==> config.mk <==
export PLATFORM = sky130hd
export DESIGN_NAME = timer_multi
export DESIGN_NICKNAME = d
export VERILOG_FILES = /design/src/rtl/timer_multi.sv
export SDC_FILE = /design/constraint.sdc
export NUM_CORES = 1
export LEC_CHECK = 0
export ABC_AREA = 0
export CAP_MARGIN = 5
export CELL_PAD_IN_SITES_DETAIL_PLACEMENT = 0
export CELL_PAD_IN_SITES_GLOBAL_PLACEMENT = 1
export CORE_ASPECT_RATIO = 1.25
export CORE_UTILIZATION = 42
export DETAILED_ROUTE_END_ITERATION = 6
export PLACE_DENSITY = 0.68
export SYNTH_ARGS = -nofsm -noshare
export SYNTH_HDL_FRONTEND = slang
export SYNTH_SLANG_ARGS = --single-unit
==> constraint.sdc <==
create_clock -name clk -period 18.65 [get_ports clk]
set_input_delay 3.73 -clock clk [delete_from_list [all_inputs] [get_ports clk]]
set_output_delay 3.73 -clock clk [all_outputs]
set_load 0.005 [all_outputs]
==> src/rtl/timer_multi.sv <==
// Prescaled shared up-counter with N_CH compare/PWM/capture channels on a Wishbone slave.
// Latency: each access is acked one clk after strobe; read data is registered. Backpressure: none, the slave never stalls.
module timer_multi #(
   parameter int ADDR_WIDTH  = 8,
   parameter int CNT_WIDTH   = 32,
   parameter int PRESC_WIDTH = 16,
   parameter int N_CH        = 4
) (
   input  logic                  clk,
   input  logic                  rst,
   input  logic [ADDR_WIDTH-1:0] wb_addr,
   input  logic [31:0]           wb_dat_i,
   output logic [31:0]           wb_dat_o,
   input  logic                  wb_we,
   input  logic [3:0]            wb_sel,
   input  logic                  wb_stb,
   output logic                  wb_ack,
   input  logic [N_CH-1:0]       cap_i,
   output logic [N_CH-1:0]       pwm_o,
   output logic                  irq
);

   localparam logic [7:0]  CH_MASK = 8'((1 << N_CH) - 1);
   localparam logic [16:0] ST_MASK = {1'b1, CH_MASK, CH_MASK};

   logic                   en_q, en_d, oneshot_q, oneshot_d;
   logic [PRESC_WIDTH-1:0] presc_q, presc_d, pcnt_q, pcnt_d;
   logic [CNT_WIDTH-1:0]   cnt_q, cnt_d, period_q, period_d;
   logic [16:0]            status_q, status_d, irq_en_q, irq_en_d;
   logic [3:0]             ctrl_q [N_CH];
   logic [3:0]             ctrl_d [N_CH];
   logic [CNT_WIDTH-1:0]   cmp_q [N_CH];
   logic [CNT_WIDTH-1:0]   cmp_d [N_CH];
   logic [CNT_WIDTH-1:0]   cap_q [N_CH];
   logic [CNT_WIDTH-1:0]   cap_d [N_CH];
   logic [N_CH-1:0]        sync1_q, sync2_q, prev_q, prev_d, pwm_q, pwm_d;
   logic                   ack_q, ack_d, irq_q, irq_d;
   logic [31:0]            dat_q, dat_d;

   logic [5:0]      widx;
   logic            acc, wr, tick, addr_unused;
   logic [31:0]     rdata, wval;
   logic [16:0]     w1c, st_set;
   logic [N_CH-1:0] rise, fall;

   assign widx        = wb_addr[7:2];
   assign addr_unused = ^wb_addr[1:0];
   assign acc         = wb_stb & ~ack_q;
   assign wr          = acc & wb_we;
   assign tick        = en_q && (pcnt_q == presc_q);
   assign rise        = sync2_q & ~prev_q;
   assign fall        = ~sync2_q & prev_q;

   // rdata doubles as the zero-extended old value for byte-lane merging
   always_comb begin
      rdata = '0;
      case (widx)
         6'd0: rdata[1:0] = {oneshot_q, en_q};
         6'd1: rdata[PRESC_WIDTH-1:0] = presc_q;
         6'd2: rdata[CNT_WIDTH-1:0] = cnt_q;
         6'd3: rdata[CNT_WIDTH-1:0] = period_q;
         6'd4: rdata[16:0] = status_q;
         6'd5: rdata[16:0] = irq_en_q;
         default: ;
      endcase
      for (int n = 0; n < N_CH; n++) begin
         if (widx == 6'(16 + 4*n)) rdata[3:0] = ctrl_q[n];
         if (widx == 6'(17 + 4*n)) rdata[CNT_WIDTH-1:0] = cmp_q[n];
         if (widx == 6'(18 + 4*n)) rdata[CNT_WIDTH-1:0] = cap_q[n];
      end
      wval = rdata;
      for (int b = 0; b < 4; b++)
         if (wb_sel[b]) wval[8*b +: 8] = wb_dat_i[8*b +: 8];
      w1c = wb_dat_i[16:0] & {wb_sel[2], {8{wb_sel[1]}}, {8{wb_sel[0]}}};
   end

   always_comb begin
      en_d      = en_q;
      oneshot_d = oneshot_q;
      presc_d   = presc_q;
      pcnt_d    = pcnt_q;
      cnt_d     = cnt_q;
      period_d  = period_q;
      irq_en_d  = irq_en_q;
      ctrl_d    = ctrl_q;
      cmp_d     = cmp_q;
      cap_d     = cap_q;
      prev_d    = sync2_q;
      pwm_d     = pwm_q;
      st_set    = '0;

      if (en_q) pcnt_d = tick ? '0 : pcnt_q + PRESC_WIDTH'(1);
      if (tick) begin
         if (cnt_q == period_q) begin
            cnt_d      = '0;
            st_set[16] = 1'b1;
            if (oneshot_q) en_d = 1'b0;
         end else begin
            cnt_d = cnt_q + CNT_WIDTH'(1);
         end
      end

      for (int n = 0; n < N_CH; n++) begin
         case (ctrl_q[n][1:0])
            2'b01: if (tick && cnt_q == cmp_q[n]) begin
               st_set[n] = 1'b1;
               pwm_d[n]  = ~pwm_q[n];
            end
            2'b10: pwm_d[n] = (cnt_q < cmp_q[n]);
            2'b11: begin
               pwm_d[n] = 1'b0;
               if ((ctrl_q[n][2] & rise[n]) | (ctrl_q[n][3] & fall[n])) begin
                  cap_d[n]      = cnt_q;
                  st_set[n]     = 1'b1;
                  st_set[8 + n] = status_q[n];
               end
            end
            default: pwm_d[n] = 1'b0;
         endcase
      end

      // bus writes come last so they override same-cycle hardware updates
      if (wr) begin
         case (widx)
            6'd0: begin
               en_d      = wval[0];
               oneshot_d = wval[1];
               if (wval[2]) begin
                  cnt_d  = '0;
                  pcnt_d = '0;
               end
            end
            6'd1: presc_d  = wval[PRESC_WIDTH-1:0];
            6'd2: cnt_d    = wval[CNT_WIDTH-1:0];
            6'd3: period_d = wval[CNT_WIDTH-1:0];
            6'd5: irq_en_d = wval[16:0] & ST_MASK;
            default: ;
         endcase
         for (int n = 0; n < N_CH; n++) begin
            if (widx == 6'(16 + 4*n)) begin
               ctrl_d[n] = wval[3:0];
               // seed history with the value arriving next cycle so a mode switch sees no edge
               if (wval[1:0] != ctrl_q[n][1:0]) prev_d[n] = sync1_q[n];
            end
            if (widx == 6'(17 + 4*n)) cmp_d[n] = wval[CNT_WIDTH-1:0];
         end
      end

      status_d = ((status_q & ~((wr && widx == 6'd4) ? w1c : 17'd0)) | st_set) & ST_MASK;
      irq_d    = |(status_q & irq_en_q);
      ack_d    = wb_stb & ~ack_q;
      dat_d    = acc ? rdata : dat_q;
   end

   always_ff @(posedge clk or posedge rst) begin
      if (rst) begin
         en_q      <= 1'b0;
         oneshot_q <= 1'b0;
         presc_q   <= '0;
         pcnt_q    <= '0;
         cnt_q     <= '0;
         period_q  <= '1;
         status_q  <= '0;
         irq_en_q  <= '0;
         for (int n = 0; n < N_CH; n++) begin
            ctrl_q[n] <= '0;
            cmp_q[n]  <= '1;
            cap_q[n]  <= '0;
         end
         sync1_q <= '0;
         sync2_q <= '0;
         prev_q  <= '0;
         pwm_q   <= '0;
         ack_q   <= 1'b0;
         irq_q   <= 1'b0;
         dat_q   <= '0;
      end else begin
         en_q      <= en_d;
         oneshot_q <= oneshot_d;
         presc_q   <= presc_d;
         pcnt_q    <= pcnt_d;
         cnt_q     <= cnt_d;
         period_q  <= period_d;
         status_q  <= status_d;
         irq_en_q  <= irq_en_d;
         ctrl_q    <= ctrl_d;
         cmp_q     <= cmp_d;
         cap_q     <= cap_d;
         sync1_q   <= cap_i;
         sync2_q   <= sync1_q;
         prev_q    <= prev_d;
         pwm_q     <= pwm_d;
         ack_q     <= ack_d;
         irq_q     <= irq_d;
         dat_q     <= dat_d;
      end
   end

   assign wb_ack   = ack_q;
   assign wb_dat_o = dat_q;
   assign pwm_o    = pwm_q;
   assign irq      = irq_q;

endmodule
==> impl_metrics.ini, run 1 <==
[outcome]
status = completed

[detailed_routing]
drcViolationCount = 0
drt-total-wl_um = 89000
first_iter_violations = 1953
routed_via_density = 5.97
vias = 19600
drtAntennaViolNets = 0
drt_pass1_iterations = 6
wl_per_cell_um = 27.1

[critical_path]
cp-start-kind = primary input
crit_slowest_cell = clkdlybuf4s50_1
r2r_setup_slack_ns = 14.89
crit_path_end_kind = register
worstPathArrival_ns = 8.44
timing.rr.end = pwm_o[2]$_DFFE_PP0P_
rr_startpoint = cnt_q[25]$_DFF_PP0_
r2r_cells = 8
max_stage_delay_ns = 1.06
path_buf_inv = 1
critPathTopFamily = compound AO/OA/AOI/OAI gates
cp_cell_sequence = clkdlybuf4s50_1, and4bb_2, and2_1, a221oi_1, a211oi_1, o31a_1, xnor2_1, a31oi_1, mux2_1
criticalPathCategory = primary input to register
crit_required_ns = 19.13
cp_max_fo = 20

[power_and_ir_drop]
comb_power_share_pct = 13.5
power_density_mw_per_mm2 = 86.5
ir_worst_vdd_mv = 0.0674
switchingPower_w = 0.000677
p_int_w = 0.00169
swShare_pct = 28.6
total_leakage_power_nw = 11.6
seq_power_share_pct = 44.2
clkPwrFrac_pct = 42.3

[synthesis]
syn-num-nets = 2672
ys.flop_type = dfrtp_1
async_reset_ff_share_pct = 100
netlist.area_leader.share_pct = 28.8
yosysSeqAreaShare_pct = 46.2
yosysWarnings = 0
syn_avg_cell_area_um2 = 9.74
synth_top_area_cell = dfrtp_1
yosys-top-cells-area = dfrtp_1 29%, dfstp_2 17%, ha_1 7.4%
synth_cell_types = 77
synth-seq-cells = 438
netlist_instances = 2478
synth_edf_count = 0
syn_area_mm2 = 0.0241

[cells_and_area]
fillers = 5317
nNetsFinal = 2696
fin_util_pct = 48.4
area_growth_pct = 13.3
num_antenna_cells = 0
drive_gt1_share_pct = 18.2

[clock_network]
clock_latency_ns = 0.62
cts_num_sinks = 438
root_buffer = clkbuf_16
h-tree-depth = 2
clockBufferDepth = 3
postCtsHoldBufs = 0
clkTransAtPathRegs_ns = 0.06
cts_resized = 0
post-cts-setup-buffers = 0
cts_tree = built
cts_buffers = 50

[global_routing]
grt_pass1_wl_um = 132000
grt_pass1_vias = 19600
grtUsageTotal_pct = 30.5
overflow = 0
antenna_found_initial = 0
grt_max_degree = 179

[timing]
min_period_ns = 7.96
rsz0062_at_grt = false
worstMarginPinSlew_ns = 1.28
setup_viol = 0
final_hold_viol_count = 0
skew_ns = 0.0229
max_slew_margin_pct = 14.7
setup_tns_ns = 0
finalMaxSlewViolations = 0
fin_crit_sh_pct = 42.7
fmax_mhz = 126

[floorplan]
die-area_mm2 = 0.0584
ios = 90
die-height_um = 270
start_util_pct = 42.8
fp-row-count = 97
die_w_um = 216
core_mm2 = 0.0564

[hold_path]
hold_path_depth = 0
min_from = sync1_q[0]$_DFF_PP0_
hp-class = register to register
holdPathEnd = sync2_q[0]$_DFF_PP0_

[placed_design]
port_buffers = 87
dp_hpwl_um = 60200
gp_congestion = 0.926

[job]
cap_violations = 0
-- power by group through the flow --
stage | registers (W) | logic, W | clock network, W
2_1_floorplan | 0.00103 | 0.000193 | 0
3_3_place_gp | 0.00106 | 0.000311 | 0
3_5_place_dp | 0.00106 | 0.000316 | 0
4_1_cts | 0.00104 | 0.000318 | 0.00102
5_1_grt | 0.00105 | 0.000348 | 0.00105
6_report | 0.00104 | 0.000319 | 0.00100
-- how the worst max path moves through the flow --
stage          startpoint                    to  slack [ns]  cells past startpoint
6_report       wb_addr[2]   prev_q[2]$_DFF_PP0_       10.69                      9
5_1_grt        wb_addr[2]   prev_q[2]$_DFF_PP0_       10.58                      9
4_1_cts        wb_addr[2]   prev_q[2]$_DFF_PP0_       10.79                      9
3_5_place_dp   wb_addr[2]   prev_q[2]$_DFF_PP0_       10.20                      9
3_3_place_gp   wb_addr[2]   prev_q[2]$_DFF_PP0_       10.17                      9
2_1_floorplan         rst  cap_q[0]$_DFFE_PP0P_        2.98                      1
-- routing by layer --
| metal | wire length (um) | global-route usage, % |
|---|---|---|
| met4 | 4300 | 13.6 |
| met2 | 42900 | 50.6 |
| met5 | 0 | 0 |
| met3 | 5340 | 4.05 |
| met1 | 36500 | 39.4 |
-- logic make-up (layout without fill, tap and decap cells) --
family | Yosys count | count (layout) | share of synthesized area (%)
muxes | 147 | 147 | 6.82
AOI/OAI and AO/OA | 636 | 636 | 17.4
adders and majority gates | 142 | 142 | 7.36
buffers and inverters | 319 | 385 | 5.22
and+or+nand+nor | 702 | 702 | 13.5
DFF | 438 | 438 | 46.2
xor gates and xnor gates | 94 | 94 | 3.41
-- per-stage QoR --
step	worst slack (ns)	area [um^2]	std cells	hold WS, ns	total power (W)
after floorplan	2.98	24100	2478	0.350	0.00123
after global placement	10.17	25700	3192	0.359	0.00137
after detailed placement	10.20	25700	3192	0.364	0.00138
after CTS	10.79	27300	3286	0.376	0.00238
after global routing	10.58	27300	3286	0.380	0.00245
final	10.69	27300	3286	0.373	0.00236
-- synthesized netlist by cell type, drive strengths merged, types with 7 or more instances --
| cell type | count |
|---|---|
| nor2b | 21 |
| a22oi | 51 |
| o21a | 23 |
| mux2i | 19 |
| a31o | 11 |
| xnor2 | 70 |
| a22o | 12 |
| and2 | 13 |
| nor3 | 22 |
| clkbuf | 111 |
| o21ai | 273 |
| a221o | 7 |
| a21oi | 48 |
| nand4 | 51 |
| a211oi | 8 |
| a221oi | 19 |
| nand3 | 60 |
| o31ai | 8 |
| and4 | 7 |
| ha | 142 |
| o31a | 8 |
| and3 | 20 |
| o22ai | 35 |
| dfrtp | 278 |
| buf | 42 |
| dfstp | 160 |
| a31oi | 16 |
| a2111oi | 8 |
| a21o | 42 |
| nor4 | 13 |
| nand2b | 12 |
| mux2 | 127 |
| a222oi | 34 |
| xor2 | 24 |
| nor2 | 102 |
| nand2 | 351 |
| inv | 166 |
-- registers in the layout, indices dropped and copies added, names as in the netlist, 9 cells and up --
name and count:
cap_q 128, cmp_q 128, cnt_q 32, period_q 32, wb_dat_o 32, ctrl_q 16, pcnt_q 16, presc_q 16
irq_en_q 9, status_q 9
-- final cells by class --
| cell class | instances | area (um^2) | share of cell area [%] |
|---|---|---|---|
| tap | 742 | 928 | 3.40 |
| inverter | 166 | 631 | 2.31 |
| clock inverter | 20 | 169 | 0.618 |
| timing repair buffer | 125 | 1170 | 4.28 |
| multi-input combinational | 1721 | 11800 | 43.2 |
| clock buffer | 74 | 1480 | 5.42 |
| sequential | 438 | 11200 | 40.8 |
-- placed cells by master (no fill, tap or decap), types with 25 or more instances in the layout --
cell             count
nor2_1              97
a21oi_1             47
clkdlybuf4s50_1     87
a222oi_1            34
mux2_2             124
a22oi_1             51
ha_1               142
nand4_1             51
o21ai_0            267
buf_4               37
xnor2_1             70
o22ai_1             25
nand2_1            341
inv_1              165
clkbuf_16           50
dfrtp_1            278
nand3_1             60
a21o_1              42
dfstp_2            160
No activity file was read; power rests on OpenSTA's default activity.
==> run 2: changes to the inputs <==
--- a/config.mk
+++ b/config.mk
@@ -12,7 +12,7 @@
 export CORE_ASPECT_RATIO = 1.25
 export CORE_UTILIZATION = 42
 export DETAILED_ROUTE_END_ITERATION = 6
-export PLACE_DENSITY = 0.68
+export PLACE_DENSITY = 0.71
 export SYNTH_ARGS = -nofsm -noshare
 export SYNTH_HDL_FRONTEND = slang
 export SYNTH_SLANG_ARGS = --single-unit
==> constraint.sdc (replaced) <==
create_clock -name clk -period 7.24 [get_ports clk]
set_input_delay 1.448 -clock clk [delete_from_list [all_inputs] [get_ports clk]]
set_output_delay 1.448 -clock clk [all_outputs]
set_load 0.005 [all_outputs]
==> run 2 against run 1 <==
Effect of this change:
- sequential power rose to 2.6 times the previous value
- die area unchanged
- register-to-register slack worse by 12 ns
- utilization up 0.12 points
- via count up 0.50%
- count of clock-buffer cells in the layout up 4
- final cell count up 0.46%
- worst hold slack better by 0.0081 ns
- first-iteration DRC count down 22%
- wire length up 0.24%
- final area up 0.24%
- clock skew down 0.0048 ns
- largest cell class unchanged
==> impl_metrics.ini, run 2 (synthesis gave the netlist of run 1 again) <==
[timing]
rsz0062_at_grt = false
skew_ns = 0.0181
worstMarginPinSlew_ns = 1.28
setup_viol = 0
max_slew_margin_pct = 14.1
fmax_mhz = 185
finalMaxSlewViolations = 0
fin_crit_sh_pct = 74.5
min_period_ns = 5.39
final_hold_viol_count = 0
setup_tns_ns = 0

[critical_path]
cp_max_fo = 21
r2r_cells = 8
criticalPathCategory = primary input to register
rr_startpoint = cnt_q[26]$_DFF_PP0_
crit_path_end_kind = register
timing.rr.end = pwm_o[2]$_DFFE_PP0P_
worstPathArrival_ns = 5.88
cp-start-kind = primary input
crit_required_ns = 7.72
r2r_setup_slack_ns = 3.34

[floorplan]
start_util_pct = 42.8
die_w_um = 216
core_mm2 = 0.0564
fp-row-count = 97
die-area_mm2 = 0.0584
ios = 90
die-height_um = 270

[clock_network]
cts_num_sinks = 438
root_buffer = clkbuf_16
post-cts-setup-buffers = 0
clockBufferDepth = 3
cts_buffers = 48
cts_tree = built
clock_latency_ns = 0.61
postCtsHoldBufs = 0
clkTransAtPathRegs_ns = 0.06
cts_resized = 0
h-tree-depth = 2

[power_and_ir_drop]
ir_worst_vdd_mv = 0.163
power_density_mw_per_mm2 = 220
total_leakage_power_nw = 11.6

[detailed_routing]
drt-total-wl_um = 89200
vias = 19700
drcViolationCount = 0
routed_via_density = 5.97
drtAntennaViolNets = 0
first_iter_violations = 1514
wl_per_cell_um = 27.0
drt_pass1_iterations = 7

[cells_and_area]
area_growth_pct = 13.5
nNetsFinal = 2713
num_antenna_cells = 0
ff_latch_area_mm2 = 0.0112
fin_cells = 3301
reg_top3 = cap_q x128, cmp_q x128
multiInputGateArea_mm2 = 0.0118
final_cell_mix = 342 x nand2_1, 278 x dfrtp_1, 267 x o21ai_0, 165 x inv_1, 160 x dfstp_2
drive_gt1_share_pct = 18.4
final_common_cell = nand2_1
fillers = 5416

[outcome]
status = completed

[global_routing]
grt_pass1_wl_um = 132000
grtUsageTotal_pct = 30.8
antenna_found_initial = 2
grt_max_degree = 126
overflow = 0
grt_pass1_vias = 19900

[placed_design]
place_inst = 3211
port_buffers = 87
dp_hpwl_um = 63000
gp_congestion = 0.942

[hold_path]
min_from = sync1_q[3]$_DFF_PP0_
hold_path_depth = 0
hp-class = register to register
holdPathEnd = sync2_q[3]$_DFF_PP0_

[job]
cap_violations = 0
==> run 2: layout make-up <==
type                            instances  share of cell area (%)
Clock buffer                           78                    5.24
Clock inverter                         12                   0.521
Inverter                              166                    2.29
Multi-Input combinational cell       1721                    43.0
Sequential cell                       438                    40.7
Tap cell                              742                    3.39
Timing Repair Buffer                  144                    4.79
==> run 2: critical path, cell delays in order <==
cell and delay [ns]:
clkdlybuf4s50_1 1.07, nand4bb_1 0.63, nor2_1 0.79, buf_4 0.45, a221oi_1 0.16, o211a_1 0.20
a21oi_2 0.29, o21ai_0 0.15, a31oi_1 0.32, mux2_1 0.36
==> run 2: power breakdown <==
group	leakage (nW)	total, W	internal [W]	switching [W]
Sequential	5.45	0.00269	0.00256	0.000133
Clock	0.777	0.00251	0.00146	0.00105
Combinational	5.42	0.000826	0.000303	0.000523
==> run 2: how the worst max path moves through the flow <==
stage / startpoint / to / slack (ns) / cells after the start
after floorplan: rst / cap_q[0]$_DFFE_PP0P_ / 0.005 / 1
after global placement: wb_addr[3] / prev_q[2]$_DFF_PP0_ / 1.23 / 10
after detailed placement: wb_addr[3] / prev_q[0]$_DFF_PP0_ / 1.24 / 10
after CTS: wb_addr[3] / prev_q[0]$_DFF_PP0_ / 1.88 / 10
after global routing: wb_addr[3] / prev_q[0]$_DFF_PP0_ / 1.62 / 10
final: wb_addr[3] / prev_q[0]$_DFF_PP0_ / 1.85 / 10
==> run 2: per-layer routing <==
| metal | global-route usage (%) | wire length, um | up-vias |
|---|---|---|---|
| met5 | 0 | 0 | - |
| met4 | 14.3 | 4540 | 0 |
| met3 | 5.34 | 5840 | 201 |
| met2 | 50.8 | 42600 | 748 |
| met1 | 39.1 | 36300 | 9853 |
| li1 | - | - | 8905 |
==> run 2: through the flow <==
| stage | setup WS, ns | area (um^2) | utilization (%) | hold WS, ns | power (W) |
|---|---|---|---|---|---|
| final | 1.85 | 27400 | 48.6 | 0.382 | 0.00603 |
| after global routing | 1.62 | 27400 | 48.6 | 0.394 | 0.00623 |
| after CTS | 1.88 | 27400 | 48.6 | 0.383 | 0.00605 |
| after detailed placement | 1.24 | 25800 | 45.8 | 0.369 | 0.00354 |
| after global placement | 1.23 | 25800 | 45.8 | 0.358 | 0.00353 |
| after floorplan | 0.00535 | 24100 | - | 0.350 | 0.00316 |
==> run 3: changes to the inputs <==
==> constraint.sdc (replaced) <==
create_clock -name clk -period 4.8 [get_ports clk]
set_input_delay 0.96 -clock clk [delete_from_list [all_inputs] [get_ports clk]]
set_output_delay 0.96 -clock clk [all_outputs]
set_load 0.005 [all_outputs]
==> run 3 against run 2 <==
Effect of this change:
- combinational power is 59% higher
- power increased by 55%
- clock power grew 59%
- wire length grew 1.1%
- first-iteration DRC count up 21%
- sequential share of layout area shrank 0.57 points
- count of clock-buffer cells in the layout up 3
- global-route usage rose by 0.54 points
- worst hold slack lost 0.0080 ns
- sequential power up 50%
- final cell count up 0.88%
==> impl_metrics.ini, run 3 (synthesis gave the netlist of run 1 again) <==
[critical_path]
max_stage_delay_ns = 0.87
r2r_setup_slack_ns = 1.11
cp-start-kind = primary input
criticalPathCategory = primary input to register
cp_max_fo = 14
crit_path_end_kind = register
crit_slowest_cell = o21ai_1
worstPathArrival_ns = 4.54
cpMostUsedCell = nor2_1
crit_required_ns = 5.24
cp_cell_sequence = clkdlybuf4s50_1, nor4b_2, and2_1, a221o_1, o211ai_1, a211oi_2, nor2_1, o21ai_1, nor2_1

[detailed_routing]
drt_pass1_iterations = 6
wl_per_cell_um = 27.1
drcViolationCount = 0
drtAntennaViolNets = 0
drt-total-wl_um = 90200
vias = 19900
first_iter_violations = 1835
routed_via_density = 5.97

[clock_network]
clockBufferDepth = 3
cts_resized = 0
root_buffer = clkbuf_16
cts_num_sinks = 438
clkTransAtPathRegs_ns = 0.06
postCtsHoldBufs = 0
cts_buffers = 48
clock_latency_ns = 0.60
cts_tree = built
h-tree-depth = 2
post-cts-setup-buffers = 0

[placed_design]
gp_congestion = 0.939
port_buffers = 87
dp_hpwl_um = 64400

[timing]
min_period_ns = 4.10
max_slew_margin_pct = 13.6
skew_ns = 0.0200
setup_tns_ns = 0
setup_viol = 0
final_hold_viol_count = 0
finalMaxSlewViolations = 0
rsz0062_at_grt = false
fmax_mhz = 244
worstMarginPinSlew_ns = 1.29
fin_crit_sh_pct = 85.4

[global_routing]
grt_pass1_vias = 20300
grt_pass1_wl_um = 135000
grt_max_degree = 114
antenna_found_initial = 1
grtUsageTotal_pct = 31.3
overflow = 0

[floorplan]
start_util_pct = 42.8
die-area_mm2 = 0.0584
fp-row-count = 97
die-height_um = 270
die_w_um = 216
core_mm2 = 0.0564
ios = 90

[cells_and_area]
nNetsFinal = 2741
final_cell_mix = 342 x nand2_1, 278 x dfrtp_1, 267 x o21ai_0, 165 x inv_1, 160 x dfstp_2
final_common_cell = nand2_1
area_growth_pct = 15.2
reg_top3 = cap_q x128, cmp_q x128
fillers = 5291
drive_gt1_share_pct = 19.2

[job]
cap_violations = 0

[power_and_ir_drop]
power_density_mw_per_mm2 = 336
total_leakage_power_nw = 11.8
totalPowerFinal_w = 0.00933
ir_worst_vdd_mv = 0.239

[outcome]
status = completed

[hold_path]
hp-class = register to register
[run 3: routing by layer]
layer,up-vias,part of all wire (%),track usage (%)
met3,262,6.1,4.31
met4,2,5.9,17.1
met1,9869,40,39.4
met5,-,0.0089,0
li1,8978,-,-
met2,759,48,51.8
[run 3: per-stage QoR]
stage | worst slack (ns) | instance area, um^2 | hold WS (ns) | utilization [%] | std cells
after floorplan | -1.95 | 24100 | 0.350 | - | 2478
after global placement | 0.208 | 26100 | 0.359 | 46.3 | 3239
after detailed placement | 0.110 | 26100 | 0.363 | 46.3 | 3239
after CTS | 0.781 | 27800 | 0.376 | 49.2 | 3329
after global routing | 0.447 | 27800 | 0.385 | 49.2 | 3329
final | 0.701 | 27800 | 0.374 | 49.2 | 3330
[run 3: final timing paths]
check                      cells after the start                 start                endpoint
setup / recovery                               9            wb_addr[5]     pcnt_q[9]$_DFF_PP0_
hold / removal                                 0  sync1_q[2]$_DFF_PP0_    sync2_q[2]$_DFF_PP0_
setup reg to reg                               6   cnt_q[26]$_DFF_PP0_      cnt_q[5]$_DFF_PP0_
hold reg to reg                                0  sync1_q[2]$_DFF_PP0_    sync2_q[2]$_DFF_PP0_
max in group asynchronous                      3                   rst  presc_q[6]$_DFFE_PP0P_
min in group asynchronous                      2                   rst   cap_q[27]$_DFFE_PP0P_
[run 3: worst max-delay path: cells and delay by family]
kind,cells,cell delay [ns]
AOI/OAI and AO/OA,4,1.57
and+or+nand+nor,4,1.36
buffers and inverters,1,0.64
[run 3: layout make-up]
type                    count  area [um^2]  area share (%)
diodes                      1         2.50         0.00900
clock buffers              81         1500            5.39
clock inverters             9          186           0.671
inverters                 166          627            2.26
multi-input cells        1721        11800            42.4
flip-flops and latches    438        11200            40.2
well taps                 742          928            3.34
repair buffers            172         1610            5.79
[run 3: power by group]
part	internal [W]	switching (W)
Sequential	0.00386	0.000175
Clock	0.00239	0.00159
Combinational	0.000479	0.000833
Total	0.00673	0.00260
